==> src/rtl/packet_pkg.sv <==
// rtl/packet_pkg.sv - shared constants and state type for the frame parser
package packet_pkg;

   localparam logic [7:0] SYNC      = 8'h7E;
   localparam int         CHK_WIDTH = 8;

   typedef enum logic [2:0] {
      IDLE,
      ADDR,
      LEN,
      DATA,
      PUSH,
      CHK
   } state_t;

   // States in which a line error or an inter-byte gap aborts the frame
   function automatic logic abortable(state_t s);
      return s inside {ADDR, LEN, DATA, CHK};
   endfunction

endpackage

==> src/rtl/packet_receive_if.sv <==
// rtl/packet_receive_if.sv - byte input from the UART receiver and word output to the write bus
interface packet_receive_if #(
   parameter int ADDR_WIDTH = 8,
   parameter int DATA_WIDTH = 16
);
   logic                  rcv_stb;
   logic [7:0]            rcv_dat;
   logic                  rcv_err;
   logic                  rcv_rdy;
   logic                  stb;
   logic                  rdy;
   logic [ADDR_WIDTH-1:0] adr;
   logic [DATA_WIDTH-1:0] dat;
   logic                  err;

   modport slave (
      input  rcv_stb, rcv_dat, rcv_err, rdy,
      output rcv_rdy, stb, adr, dat, err
   );

   modport master (
      output rcv_stb, rcv_dat, rcv_err, rdy,
      input  rcv_rdy, stb, adr, dat, err
   );
endinterface

==> src/rtl/packet_receive_watchdog.sv <==
// rtl/packet_receive_watchdog.sv - loadable down-counter flagging an expired interval of CYCLES enabled clocks
module watchdog #(
   parameter int CYCLES = 1
) (
   input  logic clk,
   input  logic rst,
   input  logic clr,
   input  logic en,
   output logic expired
);
   localparam int W = $clog2(CYCLES + 1);

   logic [W-1:0] cnt_q, cnt_d;

   always_comb begin
      cnt_d = cnt_q;
      if (clr)
         cnt_d = W'(CYCLES);
      else if (en && cnt_q != '0)
         cnt_d = cnt_q - W'(1);
   end

   always_ff @(posedge clk or negedge rst) begin
      if (!rst)
         cnt_q <= W'(CYCLES);
      else
         cnt_q <= cnt_d;
   end

   assign expired = (cnt_q == '0);
endmodule

==> src/rtl/packet_receive.sv <==
// rtl/packet_receive.sv - parses SYNC/ADDR/LEN/payload/CHK frames into addressed words with error pulses
module packet_receive
   import packet_pkg::*;
#(
   parameter real BAUDRATE   = 96e2,
   parameter real FREQUENCY  = 100e6,
   parameter int  ADDR_WIDTH = 8,
   parameter int  DATA_WIDTH = 16,
   parameter int  TIMEOUT    = 4
) (
   input logic              clk,
   input logic              rst,
   packet_receive_if.slave  bus
);
   localparam int BYTES = DATA_WIDTH / 8;
   localparam int LIMIT = $rtoi(TIMEOUT * 10 * FREQUENCY / BAUDRATE);
   localparam int IW    = (BYTES > 1) ? $clog2(BYTES) : 1;

   state_t                 state_q, state_d;
   logic [ADDR_WIDTH-1:0]  adr_q, adr_d;
   logic [DATA_WIDTH-1:0]  dat_q, dat_d;
   logic [7:0]             cnt_q, cnt_d;
   logic [IW-1:0]          idx_q, idx_d;
   logic [CHK_WIDTH-1:0]   sum_q, sum_d;
   logic                   pend_q, pend_d;
   logic                   err_q, err_d;

   logic                   rdy_int, accept, expired, abort;
   logic [CHK_WIDTH-1:0]   chk_sum;

   // Ready is gated by reset directly so it is low throughout reset and high right after release
   assign rdy_int = rst && (state_q != PUSH);
   assign accept  = bus.rcv_stb && rdy_int;
   assign abort   = abortable(state_q) && (bus.rcv_err || expired);
   assign chk_sum = sum_q + bus.rcv_dat;

   watchdog #(.CYCLES(LIMIT)) u_gap (
      .clk     (clk),
      .rst     (rst),
      .clr     (accept || state_q == IDLE),
      .en      (abortable(state_q)),
      .expired (expired)
   );

   always_comb begin
      state_d = state_q;
      adr_d   = adr_q;
      dat_d   = dat_q;
      cnt_d   = cnt_q;
      idx_d   = idx_q;
      sum_d   = sum_q;
      pend_d  = pend_q;
      err_d   = 1'b0;
      if (abort) begin
         state_d = IDLE;
         idx_d   = '0;
         pend_d  = 1'b0;
         err_d   = 1'b1;
      end else begin
         case (state_q)
            IDLE: begin
               idx_d  = '0;
               pend_d = 1'b0;
               if (accept && bus.rcv_dat == SYNC) state_d = ADDR;
            end
            ADDR: if (accept) begin
               adr_d   = ADDR_WIDTH'(bus.rcv_dat);
               sum_d   = bus.rcv_dat;
               state_d = LEN;
            end
            LEN: if (accept) begin
               cnt_d   = bus.rcv_dat;
               sum_d   = chk_sum;
               idx_d   = '0;
               state_d = (bus.rcv_dat == 8'd0) ? CHK : DATA;
            end
            DATA: if (accept) begin
               // Little-endian: each new byte enters at the top and earlier bytes slide down
               dat_d = (dat_q >> 8) | (DATA_WIDTH'(bus.rcv_dat) << (DATA_WIDTH - 8));
               sum_d = chk_sum;
               if (idx_q == IW'(BYTES - 1)) begin
                  idx_d   = '0;
                  state_d = PUSH;
               end else begin
                  idx_d = idx_q + IW'(1);
               end
            end
            PUSH: begin
               pend_d = pend_q || bus.rcv_err;
               if (bus.rdy) begin
                  adr_d = adr_q + ADDR_WIDTH'(1);
                  cnt_d = cnt_q - 8'd1;
                  if (pend_q || bus.rcv_err) begin
                     pend_d  = 1'b0;
                     err_d   = 1'b1;
                     state_d = IDLE;
                  end else begin
                     state_d = (cnt_q == 8'd1) ? CHK : DATA;
                  end
               end
            end
            CHK: if (accept) begin
               err_d   = (chk_sum != '0);
               state_d = IDLE;
            end
            default: state_d = IDLE;
         endcase
      end
   end

   always_ff @(posedge clk or negedge rst) begin
      if (!rst) begin
         state_q <= IDLE;
         adr_q   <= '0;
         dat_q   <= '0;
         cnt_q   <= '0;
         idx_q   <= '0;
         sum_q   <= '0;
         pend_q  <= 1'b0;
         err_q   <= 1'b0;
      end else begin
         state_q <= state_d;
         adr_q   <= adr_d;
         dat_q   <= dat_d;
         cnt_q   <= cnt_d;
         idx_q   <= idx_d;
         sum_q   <= sum_d;
         pend_q  <= pend_d;
         err_q   <= err_d;
      end
   end

   assign bus.rcv_rdy = rdy_int;
   assign bus.stb     = (state_q == PUSH);
   assign bus.adr     = adr_q;
   assign bus.dat     = dat_q;
   assign bus.err     = err_q;
endmodule

==> src/flat_wrapper.sv <==
// flat-port wrapper written by rule: the top's interface ports become plain ports
module packet_receive_flat import packet_pkg::*;
#(
   parameter real BAUDRATE   = 96e2,
   parameter real FREQUENCY  = 100e6,
   parameter int  ADDR_WIDTH = 8,
   parameter int  DATA_WIDTH = 16,
   parameter int  TIMEOUT    = 4
)
  (clk, rst, bus_rcv_stb, bus_rcv_dat, bus_rcv_err, bus_rdy, bus_rcv_rdy, bus_stb, bus_adr, bus_dat, bus_err);
  packet_receive_if #(.ADDR_WIDTH(ADDR_WIDTH), .DATA_WIDTH(DATA_WIDTH)) bus_i ();
  input logic clk;
  input logic rst;
  input wire logic [$bits(bus_i.rcv_stb)-1:0] bus_rcv_stb;
  input wire logic [$bits(bus_i.rcv_dat)-1:0] bus_rcv_dat;
  input wire logic [$bits(bus_i.rcv_err)-1:0] bus_rcv_err;
  input wire logic [$bits(bus_i.rdy)-1:0] bus_rdy;
  output wire logic [$bits(bus_i.rcv_rdy)-1:0] bus_rcv_rdy;
  output wire logic [$bits(bus_i.stb)-1:0] bus_stb;
  output wire logic [$bits(bus_i.adr)-1:0] bus_adr;
  output wire logic [$bits(bus_i.dat)-1:0] bus_dat;
  output wire logic [$bits(bus_i.err)-1:0] bus_err;
  assign bus_i.rcv_stb = bus_rcv_stb;
  assign bus_i.rcv_dat = bus_rcv_dat;
  assign bus_i.rcv_err = bus_rcv_err;
  assign bus_i.rdy = bus_rdy;
  assign bus_rcv_rdy = bus_i.rcv_rdy;
  assign bus_stb = bus_i.stb;
  assign bus_adr = bus_i.adr;
  assign bus_dat = bus_i.dat;
  assign bus_err = bus_i.err;
  packet_receive #(.BAUDRATE(BAUDRATE), .FREQUENCY(FREQUENCY), .ADDR_WIDTH(ADDR_WIDTH), .DATA_WIDTH(DATA_WIDTH), .TIMEOUT(TIMEOUT)) u_core (.clk(clk), .rst(rst), .bus(bus_i));
endmodule
==> config.mk <==
export PLATFORM = sky130hd
export DESIGN_NAME = packet_receive_flat
export DESIGN_NICKNAME = d
export VERILOG_FILES = /design/src/rtl/packet_pkg.sv /design/src/rtl/packet_receive_if.sv /design/src/rtl/packet_receive_watchdog.sv /design/src/rtl/packet_receive.sv /design/src/flat_wrapper.sv
export SDC_FILE = /design/constraint.sdc
export NUM_CORES = 1
export LEC_CHECK = 0
export CAP_MARGIN = 20
export CORE_MARGIN = 2
export CORE_UTILIZATION = 50
export CTS_BUF_LIST = sky130_fd_sc_hd__clkbuf_16
export CTS_CLUSTER_SIZE = 24
export DETAILED_ROUTE_END_ITERATION = 10
export PLACE_DENSITY = 0.71
export SKIP_LAST_GASP = 1
export SLEW_MARGIN = 20
export SYNTH_ARGS = -nofsm -noshare
export SYNTH_HDL_FRONTEND = slang
export SYNTH_SLANG_ARGS = --single-unit
==> constraint.sdc <==
create_clock -name clk -period 3.3 [get_ports clk]
set_input_delay 0.99 -clock clk [delete_from_list [all_inputs] [get_ports clk]]
set_output_delay 0.99 -clock clk [all_outputs]
set_load 0.02 [all_outputs]
==> flow_metrics.py <==
metrics = {
    "logic_synthesis": {
        "synth_cell_types": 63,
        "seq_area_frac_synth": 0.420,
        "netlist.area_leader.share": 0.346,
        "synth_edf_count": 0,
        "synth_warnings": 0,
        "ys_ff_latch": 65,
        "synthesis.area_sq_um": 3900,
        "synthCells": 385,
        "yosys_most_used_dff": "dfrtp_1",
        "synth-async-reset-ratio": 1.00,
        "avgSynthCellArea_sq_um": 10.1,
        "synthTopCellsByArea": "dfrtp_1, dfstp_2, mux2_4",
        "yosysTopAreaCell": "dfrtp_1",
        "syn_nets": 410,
    },
    "cts": {
        "cts_hold_buffers": 0,
        "clk_pin_slew_worst_paths_ns": 0.05,
        "numCtsBuffers": 9,
        "post-cts-setup-buffers": 0,
        "root_buffer": "clkbuf_16",
        "cts-htree-levels": 3,
        "ctsResizeCount": 0,
        "clk_path_buf_depth": 2,
        "clock_latency_ns": 0.33,
        "cts.sinks": 65,
        "cts_tree": "built",
    },
    "drt": {
        "routedWlPerCell_microns": 16.3,
        "drt_wl_total_mm": 8.96,
        "drc": 0,
        "vias": 3125,
        "dr.pass1.iters": 4,
        "via_per_inst": 5.67,
        "drt_iter0_markers": 206,
        "drtAntennaViolNets": 0,
    },
    "pwr": {
        "p_clk_frac": 0.223,
        "p_int_mw": 2.50,
        "combPwrFrac": 0.460,
        "powerDensity_nw_per_um2": 849,
        "p_sw_frac": 0.378,
        "switching_power_mw": 1.52,
        "seqPwrFrac": 0.317,
        "power_leakage_nw": 2.08,
        "peakVddDrop_uv": 350,
    },
    "setup_path": {
        "r2r_cells": 8,
        "endpoint_kind": "flip-flop",
        "slowest_stage": "clkdlybuf4s50_1",
        "crit_type": "in2reg",
        "cp.required_ns": 3.51,
        "crit_chain": "clkdlybuf4s50_1, ha_1, fa_1, a211oi_1, o21bai_1, a21oi_1, xnor2_1, mux2_2, mux2_4",
        "r2r_slack_ns": 0.72,
        "crit-reg2reg-launch": "u_core.state_q[2]",
        "critical_path.max_stage_delay_ns": 0.42,
        "rr_endpoint": "u_core.bus.adr[4]",
        "crit_start": "bus_rcv_dat[0]",
        "crit_fanout": 2,
        "worstPathArrival_ns": 3.32,
        "cp-start-kind": "input port",
    },
    "placement": {
        "dp_slack_ns": -0.111,
        "dp_hpwl_mm": 6.35,
        "gp_congestion": 0.941,
        "port_buffers": 39,
    },
    "timing": {
        "period_needed_ns": 3.12,
        "tightest_slew_ns": 0.594,
        "slew_headroom": 0.604,
        "rsz0062_at_grt": "no",
        "period_share": 0.945,
        "holdWs_ns": 0.483,
        "worst_slack_ns": 0.182,
        "slew_violations": 0,
        "max_freq_mhz": 321,
        "finalClockSkew_ns": 0.00625,
        "setup_viol": 0,
        "finalHoldViolations": 0,
    },
    "floorplan": {
        "pin_count": 40,
        "die_w_microns": 92.3,
        "rows": 32,
        "die_h_microns": 92.3,
        "coreArea_sq_um": 7650,
        "dieArea_sq_um": 8520,
        "start_util": 0.510,
    },
    "global_route": {
        "grtUsageMet2": 0.361,
        "grt_use_met3": 0.0488,
        "grt_usage": 0.223,
        "grt_antenna_before_repair": 0,
        "gr-total-overflow": 0,
        "grt_util_met1": 0.295,
        "grt_pass1_wl_mm": 15.0,
        "grt_busiest_layer": "met2",
        "grt_pass1_vias": 3092,
        "grt_max_degree": 39,
    },
    "cells_and_area": {
        "n_antenna_cell": 0,
        "area_delta_synth_final_pct": 21.5,
        "nNetsFinal": 469,
        "drive_gt1_frac": 0.207,
        "fillerInstances": 637,
    },
    "run": {
        "cap_violations": 0,
    },
    "status": {
        "outcome": "finished, final reports clean",
    },
    "worst_hold_path": {
        "hold_path_class": "in2async",
    },
}
## synth_stat cells (10+ instances only)
library cell,count
nand3_1,14
nand2_1,34
dfrtp_1,54
mux2_2,10
a21oi_1,29
nor2_1,28
mux2_4,17
inv_1,11
dfstp_2,11
ha_1,11
xor2_1,10
o21ai_0,23
## power groups by stage
stage	sequential [mW]	clock, mW	combinational (mW)
floorplan	1.40	0	1.14
global placement	1.27	0	1.79
detailed placement	1.28	0	1.83
CTS	1.27	0.918	1.84
global route	1.31	0.951	2.01
finish	1.27	0.895	1.85
## cells by family (layout without fill, tap and decap cells)
family / count (synthesis) / after routing / synth area share
adder cells (fa/ha/maj): 12 / 12 / 0.0404
flip-flops: 65 / 65 / 0.420
multiplexers: 27 / 27 / 0.0943
buffers and inverters: 25 / 89 / 0.0436
AO/OA/AOI/OAI: 101 / 101 / 0.170
XOR/XNOR: 19 / 19 / 0.0427
AND/OR/NAND/NOR: 136 / 136 / 0.189
## routing by layer
metal  part of all wire  routed length, microns  vias up
met5                  0                       0        -
met4              0.017                     151        0
met3              0.044                     393       14
met2               0.48                    4310       78
met1               0.46                    4100     1517
li1                   -                       -     1516
## flip-flops by register name, summed over array words and instances, names as in the netlist
name,flops
u_core.cnt_q,8
u_core.idx_q,1
u_core.bus.adr,8
u_core.state_q,3
u_core.u_gap.cnt_q,19
u_core.bus.err,1
u_core.pend_q,1
u_core.bus.dat,16
u_core.sum_q,8
## how the worst max path moves through the flow
stage,to,slack (ns),cells past startpoint
floorplan,u_core.sum_q[6],0.47,8
global placement,u_core.sum_q[6],-0.06,9
detailed placement,u_core.sum_q[7],-0.11,8
CTS,bus_rcv_rdy,0.17,4
global route,bus_rcv_rdy,0.08,4
finish,u_core.sum_q[6],0.18,9
## cell type report
type,count,area (sq um),area share
clock inverters,7,55.1,0.0116
clock buffers,9,225,0.0475
well taps,102,128,0.0269
flip-flops and latches,65,1640,0.346
multi-input cells,295,2090,0.441
inverters,11,41.3,0.00871
repair buffers,62,558,0.118
## worst max-delay path, delay by kind of cell
kind / cells / cell delay (ns)
multiplexers: 2 / 0.54
adder cells (fa/ha/maj): 2 / 0.65
AO/OA/AOI/OAI: 3 / 0.63
buffers and inverters: 1 / 0.42
XOR/XNOR: 1 / 0.10
## cells in the final DEF (no fill, tap or decap), drive strengths merged, types with 4 or more instances in the layout
cell type       n
a21oi          35
o22ai           6
nor4            9
nor3            7
o31ai           4
nor2           28
dfrtp          54
inv            13
mux2           27
clkbuf          9
nand2          36
or3             4
o211ai          4
and2            5
clkinv          4
xnor2           9
nand4           4
a31oi           5
and3            6
a21o            5
clkdlybuf4s50  38
ha             11
nand3          14
dfstp          11
o21ai          26
buf            24
nand2b          7
xor2           10
## metrics by stage
| step | power [mW] | setup TNS (ns) | instances | area (sq um) | util |
|---|---|---|---|---|---|
| 2_1_floorplan | 2.53 | 0 | 385 | 3900 | - |
| 5_1_grt | 4.27 | 0 | 551 | 4740 | 0.620 |
| 4_1_cts | 4.03 | 0 | 551 | 4740 | 0.620 |
| 3_5_place_dp | 3.11 | -0.263 | 535 | 4460 | 0.583 |
| 6_report | 4.02 | 0 | 551 | 4740 | 0.620 |
| 3_3_place_gp | 3.06 | -0.121 | 535 | 4460 | 0.583 |
Power figures use the tool's default switching activity.
